==> config.mk <==
export PLATFORM = sky130hd
export DESIGN_NAME = circular_pointer_reader
export DESIGN_NICKNAME = d
export VERILOG_FILES = /design/src/rtl/circular_pointer_reader_pkg.sv /design/src/rtl/circular_pointer_reader_skid_buf.sv /design/src/rtl/circular_pointer_reader.sv
export SDC_FILE = /design/constraint.sdc
export NUM_CORES = 1
export LEC_CHECK = 0
export CORE_UTILIZATION = 49
export DETAILED_ROUTE_END_ITERATION = 10
export PLACE_DENSITY = 0.9
export SLEW_MARGIN = 25
export SYNTH_ARGS = -nofsm -noshare
export SYNTH_HDL_FRONTEND = slang
export SYNTH_HIERARCHICAL = 1
export SYNTH_SLANG_ARGS = --single-unit
==> constraint.sdc <==
create_clock -name clk -period 6.2 [get_ports clk]
set_clock_uncertainty 0.05 [all_clocks]
set_input_delay 1.86 -clock clk [delete_from_list [all_inputs] [get_ports clk]]
set_output_delay 1.86 -clock clk [all_outputs]
set_load 0.005 [all_outputs]
==> src/rtl/circular_pointer_reader_pkg.sv <==
// -----------------------------------------------------------------------------
// circular_pointer_reader_pkg
// Shared defaults for the circular-pointer FIFO reader and its surroundings:
// data width / FIFO depth defaults, the skid-buffer depth, the reader FSM
// state encoding and the next-state helper used by the reader FSM.
// -----------------------------------------------------------------------------
package circular_pointer_reader_pkg;

  localparam int WIDTH_DEF = 8;
  localparam int DEPTH_DEF = 4;
  localparam int BUF_DEPTH = 2;

  typedef enum logic [1:0] {
    ST_IDLE  = 2'd0,
    ST_RUN   = 2'd1,
    ST_STALL = 2'd2
  } state_t;

  // State after the edge, derived from post-edge occupancy: a full buffer that
  // the consumer is not draining is a stall, any content is running.
  function automatic state_t next_state(input logic [1:0] occ_next,
                                        input logic       out_ready);
    state_t st;
    if ((occ_next == 2'd2) && !out_ready) begin
      st = ST_STALL;
    end else if (occ_next != 2'd0) begin
      st = ST_RUN;
    end else begin
      st = ST_IDLE;
    end
    return st;
  endfunction

endpackage

==> src/rtl/circular_pointer_reader_skid_buf.sv <==
// -----------------------------------------------------------------------------
// reader_skid_buf
// Two-entry circular output buffer sitting between the upstream FIFO and the
// downstream consumer. One-bit write/read pointers plus a 2-bit occupancy.
// Ports:
//   clk, rst      clock, asynchronous active-low reset
//   i_flush       synchronous clear of occupancy and pointers
//   i_push        write i_wr_data into entry wr_ptr
//   i_pop         consumer accepted the head entry
//   o_rd_data     head entry (entry rd_ptr)
//   o_occ         current occupancy (0..2)
//   o_occ_next    occupancy after the coming edge
// -----------------------------------------------------------------------------
module reader_skid_buf
  import circular_pointer_reader_pkg::*;
#(
  parameter int WIDTH = WIDTH_DEF
) (
  input  logic             clk,
  input  logic             rst,
  input  logic             i_flush,
  input  logic             i_push,
  input  logic [WIDTH-1:0] i_wr_data,
  input  logic             i_pop,
  output logic [WIDTH-1:0] o_rd_data,
  output logic [1:0]       o_occ,
  output logic [1:0]       o_occ_next
);

  logic [WIDTH-1:0] r_mem [BUF_DEPTH];
  logic             r_wr_ptr;
  logic             r_rd_ptr;
  logic [1:0]       r_occ;
  logic [1:0]       w_occ_next;

  // Next occupancy; simultaneous push and pop leave it unchanged.
  always_comb begin
    w_occ_next = r_occ;
    if (i_flush) begin
      w_occ_next = 2'd0;
    end else begin
      case ({i_push, i_pop})
        2'b10:   w_occ_next = r_occ + 2'd1;
        2'b01:   w_occ_next = r_occ - 2'd1;
        default: w_occ_next = r_occ;
      endcase
    end
  end

  // Pointer and occupancy registers.
  always_ff @(posedge clk or negedge rst) begin
    if (!rst) begin
      r_occ    <= 2'd0;
      r_wr_ptr <= 1'b0;
      r_rd_ptr <= 1'b0;
    end else if (i_flush) begin
      r_occ    <= 2'd0;
      r_wr_ptr <= 1'b0;
      r_rd_ptr <= 1'b0;
    end else begin
      r_occ <= w_occ_next;
      if (i_push) begin
        r_wr_ptr <= ~r_wr_ptr;
      end
      if (i_pop) begin
        r_rd_ptr <= ~r_rd_ptr;
      end
    end
  end

  // Data storage; contents are meaningless while occupancy says empty, so no reset.
  always_ff @(posedge clk) begin
    if (i_push && !i_flush) begin
      r_mem[r_wr_ptr] <= i_wr_data;
    end
  end

  assign o_rd_data  = r_mem[r_rd_ptr];
  assign o_occ      = r_occ;
  assign o_occ_next = w_occ_next;

endmodule

==> src/rtl/circular_pointer_reader.sv <==
// -----------------------------------------------------------------------------
// circular_pointer_reader
// Drains an upstream circular-pointer FIFO into a valid/ready stream through a
// 2-entry skid buffer. The pop strobe depends only on registered occupancy, so
// there is no combinational path from out_ready to fifo_pop.
// Ports:
//   clk, rst              clock, asynchronous active-low reset
//   en                    drain enable (buffered words still delivered when 0)
//   flush                 synchronous discard of buffered words and rd_count
//   fifo_empty/fifo_data  upstream FIFO status and head word
//   fifo_pop              combinational pop strobe to the upstream FIFO
//   out_valid/out_ready/out_data  downstream stream
//   rd_count              words accepted since reset/flush, wrapping
// -----------------------------------------------------------------------------
module circular_pointer_reader
  import circular_pointer_reader_pkg::*;
#(
  parameter int WIDTH = WIDTH_DEF,
  parameter int DEPTH = DEPTH_DEF
) (
  input  logic                   clk,
  input  logic                   rst,
  input  logic                   en,
  input  logic                   flush,
  input  logic                   fifo_empty,
  input  logic [WIDTH-1:0]       fifo_data,
  output logic                   fifo_pop,
  output logic                   out_valid,
  input  logic                   out_ready,
  output logic [WIDTH-1:0]       out_data,
  output logic [$clog2(DEPTH):0] rd_count
);

  localparam int CNT_W = $clog2(DEPTH) + 1;

  logic [1:0]       w_occ;
  logic [1:0]       w_occ_next;
  logic             w_pop;
  logic             w_accept;
  logic [CNT_W-1:0] r_rd_count;
  state_t           r_state;

  // rst gates the strobe so it is low for the whole reset, not just after an edge.
  assign w_pop     = rst & en & ~flush & ~fifo_empty & (w_occ != 2'(BUF_DEPTH));
  assign out_valid = (w_occ != 2'd0);
  // An accept in a flush cycle is discarded along with the buffer.
  assign w_accept  = out_valid & out_ready & ~flush;
  assign fifo_pop  = w_pop;
  assign rd_count  = r_rd_count;

  reader_skid_buf #(
    .WIDTH (WIDTH)
  ) u_skid_buf (
    .clk        (clk),
    .rst        (rst),
    .i_flush    (flush),
    .i_push     (w_pop),
    .i_wr_data  (fifo_data),
    .i_pop      (w_accept),
    .o_rd_data  (out_data),
    .o_occ      (w_occ),
    .o_occ_next (w_occ_next)
  );

  // Reader FSM: tracks idle / running / stalled-on-full.
  always_ff @(posedge clk or negedge rst) begin
    if (!rst) begin
      r_state <= ST_IDLE;
    end else if (flush) begin
      r_state <= ST_IDLE;
    end else begin
      case (r_state)
        ST_IDLE:  r_state <= next_state(w_occ_next, out_ready);
        ST_RUN:   r_state <= next_state(w_occ_next, out_ready);
        ST_STALL: r_state <= next_state(w_occ_next, out_ready);
        default:  r_state <= ST_IDLE;
      endcase
    end
  end

  // Accepted-word counter, wraps silently.
  always_ff @(posedge clk or negedge rst) begin
    if (!rst) begin
      r_rd_count <= {CNT_W{1'b0}};
    end else if (flush) begin
      r_rd_count <= {CNT_W{1'b0}};
    end else if (w_accept) begin
      r_rd_count <= r_rd_count + CNT_W'(1);
    end else begin
      r_rd_count <= r_rd_count;
    end
  end

endmodule

==> results of run 1 <==
-- layer usage --
| layer | vias to the layer above | wire length (µm) | global-route usage (%) |
|---|---|---|---|
| li1 | 289 | - | - |
| met1 | 300 | 667 | 20.2 |
| met2 | 21 | 933 | 34.2 |
| met3 | 2 | 83 | 3.53 |
| met4 | 0 | 9 | 5.29 |
| met5 | - | 0 | 0 |
-- kinds of logic after synthesis --
logic type | count (synthesis) | share of synthesized area (%)
xor gates and xnor gates | 4 | 3.62
and+or+nand+nor | 15 | 8.14
DFF | 23 | 67.7
adders and majority gates | 2 | 2.58
buffers and inverters | 3 | 1.29
AOI/OAI and AO/OA | 5 | 3.62
muxes | 11 | 13.0
-- sequential cells by signal, summed over array words and instances, names as in the netlist --
signal and count:
u_skid_buf/r_mem 16, rd_count 3, u_skid_buf/o_occ 2, u_skid_buf/r_rd_ptr 1, u_skid_buf/r_wr_ptr 1
-- worst register-to-register path, delay by kind of cell (launching register included) --
family	cells	cell delay [ns]
AOI/OAI and AO/OA	2	0.72
adders and majority gates	1	0.38
DFF	1	0.48
buffers and inverters	2	0.26
and+or+nand+nor	1	0.36
-- final cells by class --
type,count,area (µm²)
Sequential cell,23,656
Fill cell,131,470
Multi-Input combinational cell,37,305
Timing Repair Buffer,29,283
Tap cell,25,31.3
Clock buffer,3,22.5
Clock inverter,1,7.51
Inverter,2,7.51
-- worst min-delay path by stage --
| stage | from | to | slack [ns] |
|---|---|---|---|
| after detailed placement | rd_count[1] | rd_count[1] | 0.52 |
| final | rd_count[1] | rd_count[1] | 0.54 |
| after floorplan | u_skid_buf/r_wr_ptr | u_skid_buf/r_wr_ptr | 0.47 |
| after global placement | u_skid_buf/r_wr_ptr | u_skid_buf/r_wr_ptr | 0.49 |
| after global routing | rd_count[1] | rd_count[1] | 0.58 |
| after CTS | rd_count[1] | rd_count[1] | 0.54 |
-- metrics by stage --
step	hold slack (ns)	instance area, µm²	power, mW
floorplan	0.466	968	0.179
global placement	0.486	1280	0.195
detailed placement	0.522	1280	0.197
CTS	0.545	1310	0.265
global route	0.576	1310	0.271
finish	0.537	1310	0.261
-- report_power, final --
group          leakage [nW]  internal, mW  switching [mW]  total, mW
Combinational         0.218        0.0160         0.00852     0.0246
Clock                0.0139        0.0246          0.0432     0.0678
Sequential            0.241         0.166         0.00211      0.168
Total                 0.473         0.207          0.0539      0.261
-- cell usage after synthesis, types with 2 or more instances --
library cell / instances / area, µm²
xnor2_1: 3 / 26.3
nor2_1: 5 / 18.8
nor2b_1: 3 / 18.8
edfxtp_1: 16 / 480
inv_1: 2 / 7.51
nand2b_1: 2 / 12.5
mux2_2: 8 / 90.1
ha_1: 2 / 25.0
dfrtp_1: 7 / 175
-- layout by cell type, fill, tap and decap left out, drive strengths merged, types with 2 or more instances in the layout --
cell           Yosys  routed
mux2              10      10
clkdlybuf4s50      0      26
nor2               5       5
clkbuf             0       3
buf                1       3
dfrtp              7       7
edfxtp            16      16
inv                2       2
nor2b              3       3
xnor2              3       3
nand2b             2       2
ha                 2       2
==> summary.txt, run 1 <==
Timing
  • Crit path time final: 5.49 ns
  • Final Hold Vio Count: 0
  • Tcrit/Tclk final: 88.6%
  • Worst-Margin Slew: 0.669 ns
  • Final setup violation count: 0
  • Highest Clock Rate: 182 MHz
  • Fin worst setup slack: 0.708 ns
  • Setup TNS: 0 ns
  • RSZ-0062 raised after global routing: no
  • Max Slew Vio Count: 0
  • Slew headroom: 55.2%

Detailed routing
  • Vias after detailed routing: 612
  • Wire per inst: 14.1 µm
  • Detail Route Antenna Nets: 0
  • Drt pass-1 iters: 3
  • Vias per inst: 5.10
  • Routed Wire Length: 1690 µm
  • Initial DRC count: 2
  • DRC Markers: 0

Synth
  • Sequential area share after synthesis: 67.7%
  • Async SR Flop Fraction: 30.4%
  • Avg Inst Size Synth: 15.4 µm²
  • Synth cell types: 24
  • Yosys warns: 6
  • Syn Nets: 79
  • Synth Register Bits: 23
  • Post-synth EDFFs: 16
  • Cell Area, Synth: 968 µm²
  • Cell count after synthesis: 63
  • Synth Flop Type: edfxtp_1

Die
  • Top Ports: 27
  • Die Wd: 46.5 µm
  • Core area: 0.00178 mm²
  • Die height: 46.5 µm
  • Row count: 15
  • Initial Util: 54.3%
  • Die area: 0.00216 mm²

Place
  • DP HPWL: 1300 µm
  • Placed insts: 116
  • Port Buf Inserts: 26
  • Pre-CTS WS: 0.695 ns
  • Final GP Congestion: 0.678

Run status
  • Status: finished, final reports clean

Clock network
  • Num CTS Buffers: 3
  • Hold buffers post-CTS: 0
  • Max Root-Sink Buffers: 2
  • Clock Pin Slew Worst Setup and Hold Paths: 0.12 ns
  • Clk root buf: clkbuf_4
  • # clock sinks: 23
  • Clock H-tree levels: 1
  • CTS resizes: 0
  • CTS tree: yes
  • Number of post-CTS setup repair buffers: 0
  • Worst skew pair latency: 0.30 ns

Global routing
  • Initial antenna violation count: 0
  • Vias in the first global route: 614
  • Overflow after GRT: 0
  • Largest net degree at the start of global routing: 15
  • Tot GR Track Use: 18.1%
  • Global-route wire length before repair: 2660 µm

Setup path
  • CP Max Fanout: 3
  • Most frequent CP cell: clkdlybuf4s50_1
  • Slowest CP cell: clkdlybuf4s50_1
  • Critical Path Start Type: input pin
  • Crit path cell chain: clkdlybuf4s50_1 -> nand2_1 -> a2111oi_1 -> clkdlybuf4s50_1
  • Crit. End Element: primary output
  • Reg-to-reg slack, setup: 3.89 ns
  • Worst Setup EP: fifo_pop
  • Critical Path AT: 3.58 ns
  • Crit path buf inv count: 2
  • Crit path max-delay family: buffers and inverters
  • Reg-to-reg startpoint: u_skid_buf/o_occ[0]
  • R2R depth: 6
  • Critical path class: in -> out
  • Critical Path RT: 4.29 ns
  • Crit path from: rst
  • Worst path depth: 4
  • Worst r2r dst: u_skid_buf/o_occ[1]
  • Max incr delay on CP: 0.62 ns

Cells and area
  • Area Overhead vs Synth: 35.5%
  • Layout cells sized above 1: 18.9%
  • Final nets: 112
  • # diodes: 0
  • Fin cells: 120
  • Final Core Density: 73.6%

Hold path
  • Min-delay worst type: reg -> reg
  • Hold depth: 2

Flow run
  • Max Cap Viol: 0

Pwr
  • Leakage power: 0.473 nW
  • PD cells: 199 mW/mm²
  • Worst vdd ir: 0.110 mV
(Power assumes the default switching activity.)
==> run 2, diff against run 1 <==
--- a/config.mk
+++ b/config.mk
@@ -5,9 +5,10 @@
 export SDC_FILE = /design/constraint.sdc
 export NUM_CORES = 1
 export LEC_CHECK = 0
-export CORE_UTILIZATION = 49
+export CORE_UTILIZATION = 52
+export CTS_BUF_LIST = sky130_fd_sc_hd__clkbuf_4
 export DETAILED_ROUTE_END_ITERATION = 10
-export PLACE_DENSITY = 0.9
+export PLACE_DENSITY = 0.95
 export SLEW_MARGIN = 25
 export SYNTH_ARGS = -nofsm -noshare
 export SYNTH_HDL_FRONTEND = slang
==> run 2 against run 1 <==
Sequential share of layout area is 0.095 points lower. Power is 1.5% higher. Worst hold slack got worse by 0.010 ns. Register-to-register slack worse by 0.03 ns. Global-route usage increased by 1.2 points. Flip-flop and latch count unchanged. Die area decreased by 5.5%. Combinational power about the same. Clock-buffer cell count up 1. Critical path depth unchanged. Sequential power is essentially flat. Largest cell class unchanged. Highest routed layer unchanged.
==> summary.txt, run 2 (synthesized netlist as in run 1, its figures left out) <==
Setup path
  • Critical path class: in -> out
  • Reg-to-reg startpoint: u_skid_buf/o_occ[0]
  • Crit. End Element: primary output
  • Critical Path RT: 4.29 ns (about the same)
  • CP Max Fanout: 3 (unchanged)
  • Worst r2r dst: u_skid_buf/o_occ[1]
  • Critical Path AT: 3.60 ns (+0.02 ns)
  • Critical Path Start Type: input pin
  • R2R depth: 6 (unchanged)
  • Reg-to-reg slack, setup: 3.86 ns (-0.03 ns)

Global routing
  • Global-route wire length before repair: 2680 µm (+0.79%)
  • Overflow after GRT: 0 (unchanged)
  • Largest net degree at the start of global routing: 14 (-1)
  • Vias in the first global route: 616 (+0.33%)
  • Tot GR Track Use: 19.3% (+1.2 points)
  • Initial antenna violation count: 0 (unchanged)

Hold path
  • Min-delay worst type: reg -> reg
  • Hold endpoint: u_skid_buf/r_wr_ptr
  • Hold Path Origin: u_skid_buf/r_wr_ptr
  • Hold depth: 2 (unchanged)

Clock network
  • Num CTS Buffers: 3 (unchanged)
  • Number of post-CTS setup repair buffers: 0 (unchanged)
  • CTS resizes: 0 (unchanged)
  • Clock H-tree levels: 1 (unchanged)
  • CTS tree: yes
  • Worst skew pair latency: 0.30 ns (about the same)
  • Max Root-Sink Buffers: 2 (unchanged)
  • Hold buffers post-CTS: 0 (unchanged)
  • Clock Pin Slew Worst Setup and Hold Paths: 0.11 ns (about the same)
  • # clock sinks: 23 (unchanged)
  • Clk root buf: clkbuf_4

Detailed routing
  • Detail Route Antenna Nets: 0 (unchanged)
  • Routed Wire Length: 1740 µm (+2.7%)
  • Vias per inst: 5.23 (+2.6%)
  • Drt pass-1 iters: 4 (+1)
  • Vias after detailed routing: 633 (+3.4%)
  • Initial DRC count: 9 (+7)
  • DRC Markers: 0 (unchanged)
  • Wire per inst: 14.4 µm (+1.8%)

Timing
  • Slew headroom: 57.0% (+1.9 points)
  • Setup TNS: 0 ns (unchanged)
  • Max Slew Vio Count: 0 (unchanged)
  • RSZ-0062 raised after global routing: no
  • Tcrit/Tclk final: 88.9% (+0.32 points)
  • Worst-Margin Slew: 0.643 ns (-0.0261 ns)
  • Final Hold Vio Count: 0 (unchanged)
  • Final setup violation count: 0 (unchanged)
  • Highest Clock Rate: 181 MHz (-0.36%)
  • Crit path time final: 5.51 ns (+0.0197 ns)

Place
  • Final GP Congestion: 0.634 (-6.4%)
  • Port Buf Inserts: 26 (unchanged)
  • Dpl cell area: 0.00128 mm² (+0.19%)
  • DP HPWL: 1310 µm (+0.71%)

Flow run
  • Max Cap Viol: 0 (unchanged)

Die
  • Die area: 0.00204 mm² (-5.5%)
  • Initial Util: 56.1% (+1.8 points)
  • Core area: 0.00173 mm² (-3.2%)
  • Row count: 15 (unchanged)
  • Top Ports: 27 (unchanged)
  • Die height: 45.2 µm (-2.8%)
  • Die Wd: 45.2 µm (-2.8%)

Cells and area
  • Layout cells sized above 1: 18.8% (-0.20 points)
  • Highest-count cells in the layout ignoring fill and taps: clkdlybuf4s50_1 (26), edfxtp_1 (16), mux2_2 (8)
  • Most common cell after layout, fill and taps aside: clkdlybuf4s50_1
  • Top reg by flops: u_skid_buf/r_mem
  • Final nets: 113 (+0.89%)
  • Final Instance Area: 0.00132 mm² (+0.19%)
  • Area Overhead vs Synth: 35.8%
  • Largest register FFs: 16 (unchanged)
  • # diodes: 0 (unchanged)

Pwr
  • Total power: 0.265 mW (+1.5%)
  • Worst vdd ir: 0.114 mV (+3.5%)
  • Leakage power: 0.482 nW (+1.9%)
  • PD cells: 201 mW/mm² (+1.3%)

Run status
  • Status: finished, final reports clean
run 2: changes by cell type in the layout (fill, tap and decap cells not counted), sizes merged:
| cell | before | now |
|---|---|---|
| clkbuf | 3 | 4 |
| clkinvlp | 1 | 0 |
| buf | 3 | 4 |
run 2: worst max path at each step:
stage	from	end	depth (start not counted)
finish	rst	fifo_pop	4
detailed placement	rst	fifo_pop	4
global placement	rst	fifo_pop	4
global route	rst	fifo_pop	4
CTS	rst	fifo_pop	4
floorplan	fifo_empty	fifo_pop	1
run 2: report_power, final:
| part | total (mW) | switching (mW) | internal (mW) |
|---|---|---|---|
| combinational | 0.0246 | 0.00848 | 0.0161 |
| clock | 0.0717 | 0.0422 | 0.0295 |
| sequential | 0.168 | 0.00208 | 0.166 |
| total | 0.265 | 0.0528 | 0.212 |
run 2: worst max-delay path, cell delays in order:
cell and delay (ns):
clkdlybuf4s50_1 0.48, nand2_1 0.06, a2111oi_1 0.58, clkdlybuf4s50_1 0.63
run 2: metal layers:
metal	vias to the layer above	share of wire, %	track usage [%]
met5	-	0	0
met1	308	38	20.8
met2	26	56	36.5
met4	0	1.2	7.27
met3	6	5.1	4.00
li1	293	-	-
run 2: stage by stage:
stage	setup slack [ns]	utilization, %	std cells	hold WS (ns)
floorplan	1.80	-	63	0.466
global placement	0.743	74.4	117	0.485
detailed placement	0.678	74.4	117	0.505
CTS	0.648	76.2	121	0.535
global route	0.494	76.2	121	0.566
finish	0.688	76.2	121	0.527
run 2: cell type report:
cell class              count  area [µm²]
multi-input cells          37         300
inverters                   2        7.51
flip-flops and latches     23         656
fillers                   122         412
well taps                  25        31.3
clock buffers               4        30.0
repair buffers             30         290
==> run 3, diff against run 2 <==
--- a/config.mk
+++ b/config.mk
@@ -8,8 +8,9 @@
 export CORE_UTILIZATION = 52
 export CTS_BUF_LIST = sky130_fd_sc_hd__clkbuf_4
 export DETAILED_ROUTE_END_ITERATION = 10
+export GPL_TIMING_DRIVEN = 0
 export PLACE_DENSITY = 0.95
-export SLEW_MARGIN = 25
+export SLEW_MARGIN = 20
 export SYNTH_ARGS = -nofsm -noshare
 export SYNTH_HDL_FRONTEND = slang
 export SYNTH_HIERARCHICAL = 1
==> run 3 against run 2 <==
Critical path depth did not move. Sequential share of layout area grew 0.58 points. Sequential power hardly changed. Critical endpoint unchanged. Non-clock buffer count is 3 lower. Largest power group unchanged.
==> summary.txt, run 3 (synthesized netlist as in run 1, its figures left out) <==
Setup path
  • Reg-to-reg startpoint: u_skid_buf/o_occ[0]
  • Crit path buf inv count: 2 (unchanged)
  • Slowest CP cell: clkdlybuf4s50_1
  • Crit path max-delay family: buffers and inverters
  • R2R depth: 6 (unchanged)
  • Reg-to-reg slack, setup: 3.78 ns (-0.08 ns)
  • Crit path cell chain: clkdlybuf4s50_1 -> nand2_1 -> a2111oi_1 -> clkdlybuf4s50_1
  • Worst r2r dst: u_skid_buf/o_occ[1]
  • Critical path class: in -> out
  • Critical Path Start Type: input pin
  • Max incr delay on CP: 0.68 ns (+0.05 ns)
  • CP Max Fanout: 8 (+5)
  • Critical Path RT: 4.29 ns (about the same)
  • Critical Path AT: 3.94 ns (+0.34 ns)
  • Most frequent CP cell: clkdlybuf4s50_1
  • Crit. End Element: primary output

Run status
  • Status: finished, final reports clean

Die
  • Initial Util: 56.1% (unchanged)
  • Die Wd: 45.2 µm (unchanged)
  • Row count: 15 (unchanged)
  • Die height: 45.2 µm (unchanged)
  • Die area: 0.00204 mm² (unchanged)
  • Core area: 0.00173 mm² (unchanged)
  • Top Ports: 27 (unchanged)

Cells and area
  • Largest register FFs: 16 (unchanged)
  • Final nets: 110 (-2.7%)
  • Most common cell after layout, fill and taps aside: clkdlybuf4s50_1
  • Layout cells sized above 1: 18.3% (-0.47 points)
  • Area Overhead vs Synth: 34.2%
  • Top reg by flops: u_skid_buf/r_mem
  • # diodes: 0 (unchanged)
  • Highest-count cells in the layout ignoring fill and taps: clkdlybuf4s50_1 (26), edfxtp_1 (16), mux2_2 (8)

Global routing
  • Global-route wire length before repair: 2500 µm (-6.5%)
  • Tot GR Track Use: 18.2% (-1.1 points)
  • Overflow after GRT: 0 (unchanged)
  • Initial antenna violation count: 0 (unchanged)
  • Largest net degree at the start of global routing: 15 (+1)
  • Vias in the first global route: 602 (-2.3%)

Hold path
  • Hold depth: 2 (unchanged)
  • Min-delay worst type: reg -> reg
  • Hold Path Origin: rd_count[1]
  • Hold endpoint: rd_count[1]

Clock network
  • Clock Pin Slew Worst Setup and Hold Paths: 0.12 ns (about the same)
  • CTS resizes: 0 (unchanged)
  • Worst skew pair latency: 0.30 ns (about the same)
  • CTS tree: yes
  • Max Root-Sink Buffers: 2 (unchanged)
  • # clock sinks: 23 (unchanged)
  • Hold buffers post-CTS: 0 (unchanged)
  • Num CTS Buffers: 3 (unchanged)
  • Clock H-tree levels: 1 (unchanged)
  • Number of post-CTS setup repair buffers: 0 (unchanged)
  • Clk root buf: clkbuf_4

Detailed routing
  • DRC Markers: 0 (unchanged)
  • Vias after detailed routing: 616 (-2.7%)
  • Detail Route Antenna Nets: 0 (unchanged)
  • Wire per inst: 14.3 µm (-0.23%)
  • Vias per inst: 5.22 (-0.21%)
  • Routed Wire Length: 1690 µm (-2.7%)
  • Drt pass-1 iters: 3 (-1)
  • Initial DRC count: 9 (unchanged)

Timing
  • Tcrit/Tclk final: 94.3% (+5.4 points)
  • Max Slew Vio Count: 0 (unchanged)
  • Worst-Margin Slew: 0.731 ns (+0.0887 ns)
  • Crit path time final: 5.85 ns (+0.337 ns)
  • Highest Clock Rate: 171 MHz (-5.8%)
  • RSZ-0062 raised after global routing: no
  • Slew headroom: 51.1% (-5.9 points)
  • Setup TNS: 0 ns (unchanged)
  • Final Hold Vio Count: 0 (unchanged)
  • Final setup violation count: 0 (unchanged)

Flow run
  • Max Cap Viol: 0 (unchanged)

Place
  • Final GP Congestion: 0.627 (-1.2%)
  • DP HPWL: 1270 µm (-3.1%)
  • Port Buf Inserts: 26 (unchanged)

Pwr
  • Worst vdd ir: 0.143 mV (+26%)
  • PD cells: 199 mW/mm² (-1.2%)
  • Leakage power: 0.464 nW (-3.8%)
  • Total power: 0.259 mW (-2.3%)
==> run 3: how the worst max path moves through the flow <==
| stage | cells past startpoint | start | slack [ns] | endpoint |
|---|---|---|---|---|
| finish | 4 | rst | 0.35 | fifo_pop |
| global route | 4 | rst | 0.13 | fifo_pop |
| global placement | 4 | rst | 0.40 | fifo_pop |
| CTS | 4 | rst | 0.33 | fifo_pop |
| detailed placement | 4 | rst | 0.36 | fifo_pop |
| floorplan | 1 | fifo_empty | 1.80 | fifo_pop |
==> run 3: where the power goes <==
group          internal (mW)  total, mW  switching (mW)
clock                 0.0245     0.0662          0.0417
combinational         0.0153     0.0244         0.00910
sequential             0.166      0.168         0.00149
total                  0.206      0.259          0.0523
==> run 3: area by class of cell <==
| type | count | area [µm²] |
|---|---|---|
| Buffer | 1 | 5.00 |
| Inverter | 2 | 7.51 |
| Fill cell | 130 | 427 |
| Sequential cell | 23 | 656 |
| Tap cell | 25 | 31.3 |
| Timing Repair Buffer | 26 | 260 |
| Clock inverter | 1 | 7.51 |
| Clock buffer | 3 | 22.5 |
| Multi-Input combinational cell | 37 | 310 |
==> run 3: stage by stage <==
stage          cells  worst slack [ns]  hold slack, ns  cell area, µm²  utilization, %
5_1_grt          118             0.126           0.556            1300            75.3
6_report         118             0.351           0.529            1300            75.3
2_1_floorplan     63              1.80           0.466             968               -
4_1_cts          118             0.334           0.533            1290            75.0
3_5_place_dp     114             0.358           0.515            1260            73.3
3_3_place_gp     114             0.396           0.482            1260            73.0
==> run 3: metal layers <==
| metal | up-vias | GRT usage (%) | part of all wire (%) |
|---|---|---|---|
| li1 | 288 | - | - |
| met1 | 307 | 18.2 | 36 |
| met2 | 19 | 35.9 | 58 |
| met3 | 2 | 4.40 | 5.6 |
| met4 | 0 | 5.45 | 0.59 |
| met5 | - | 0 | 0 |
==> run 3: worst min-delay path, cell delays in order, from the launching register on <==
cell and delay (ns):
dfrtp_1 0.42, nand2b_1 0.07, mux2i_1 0.06
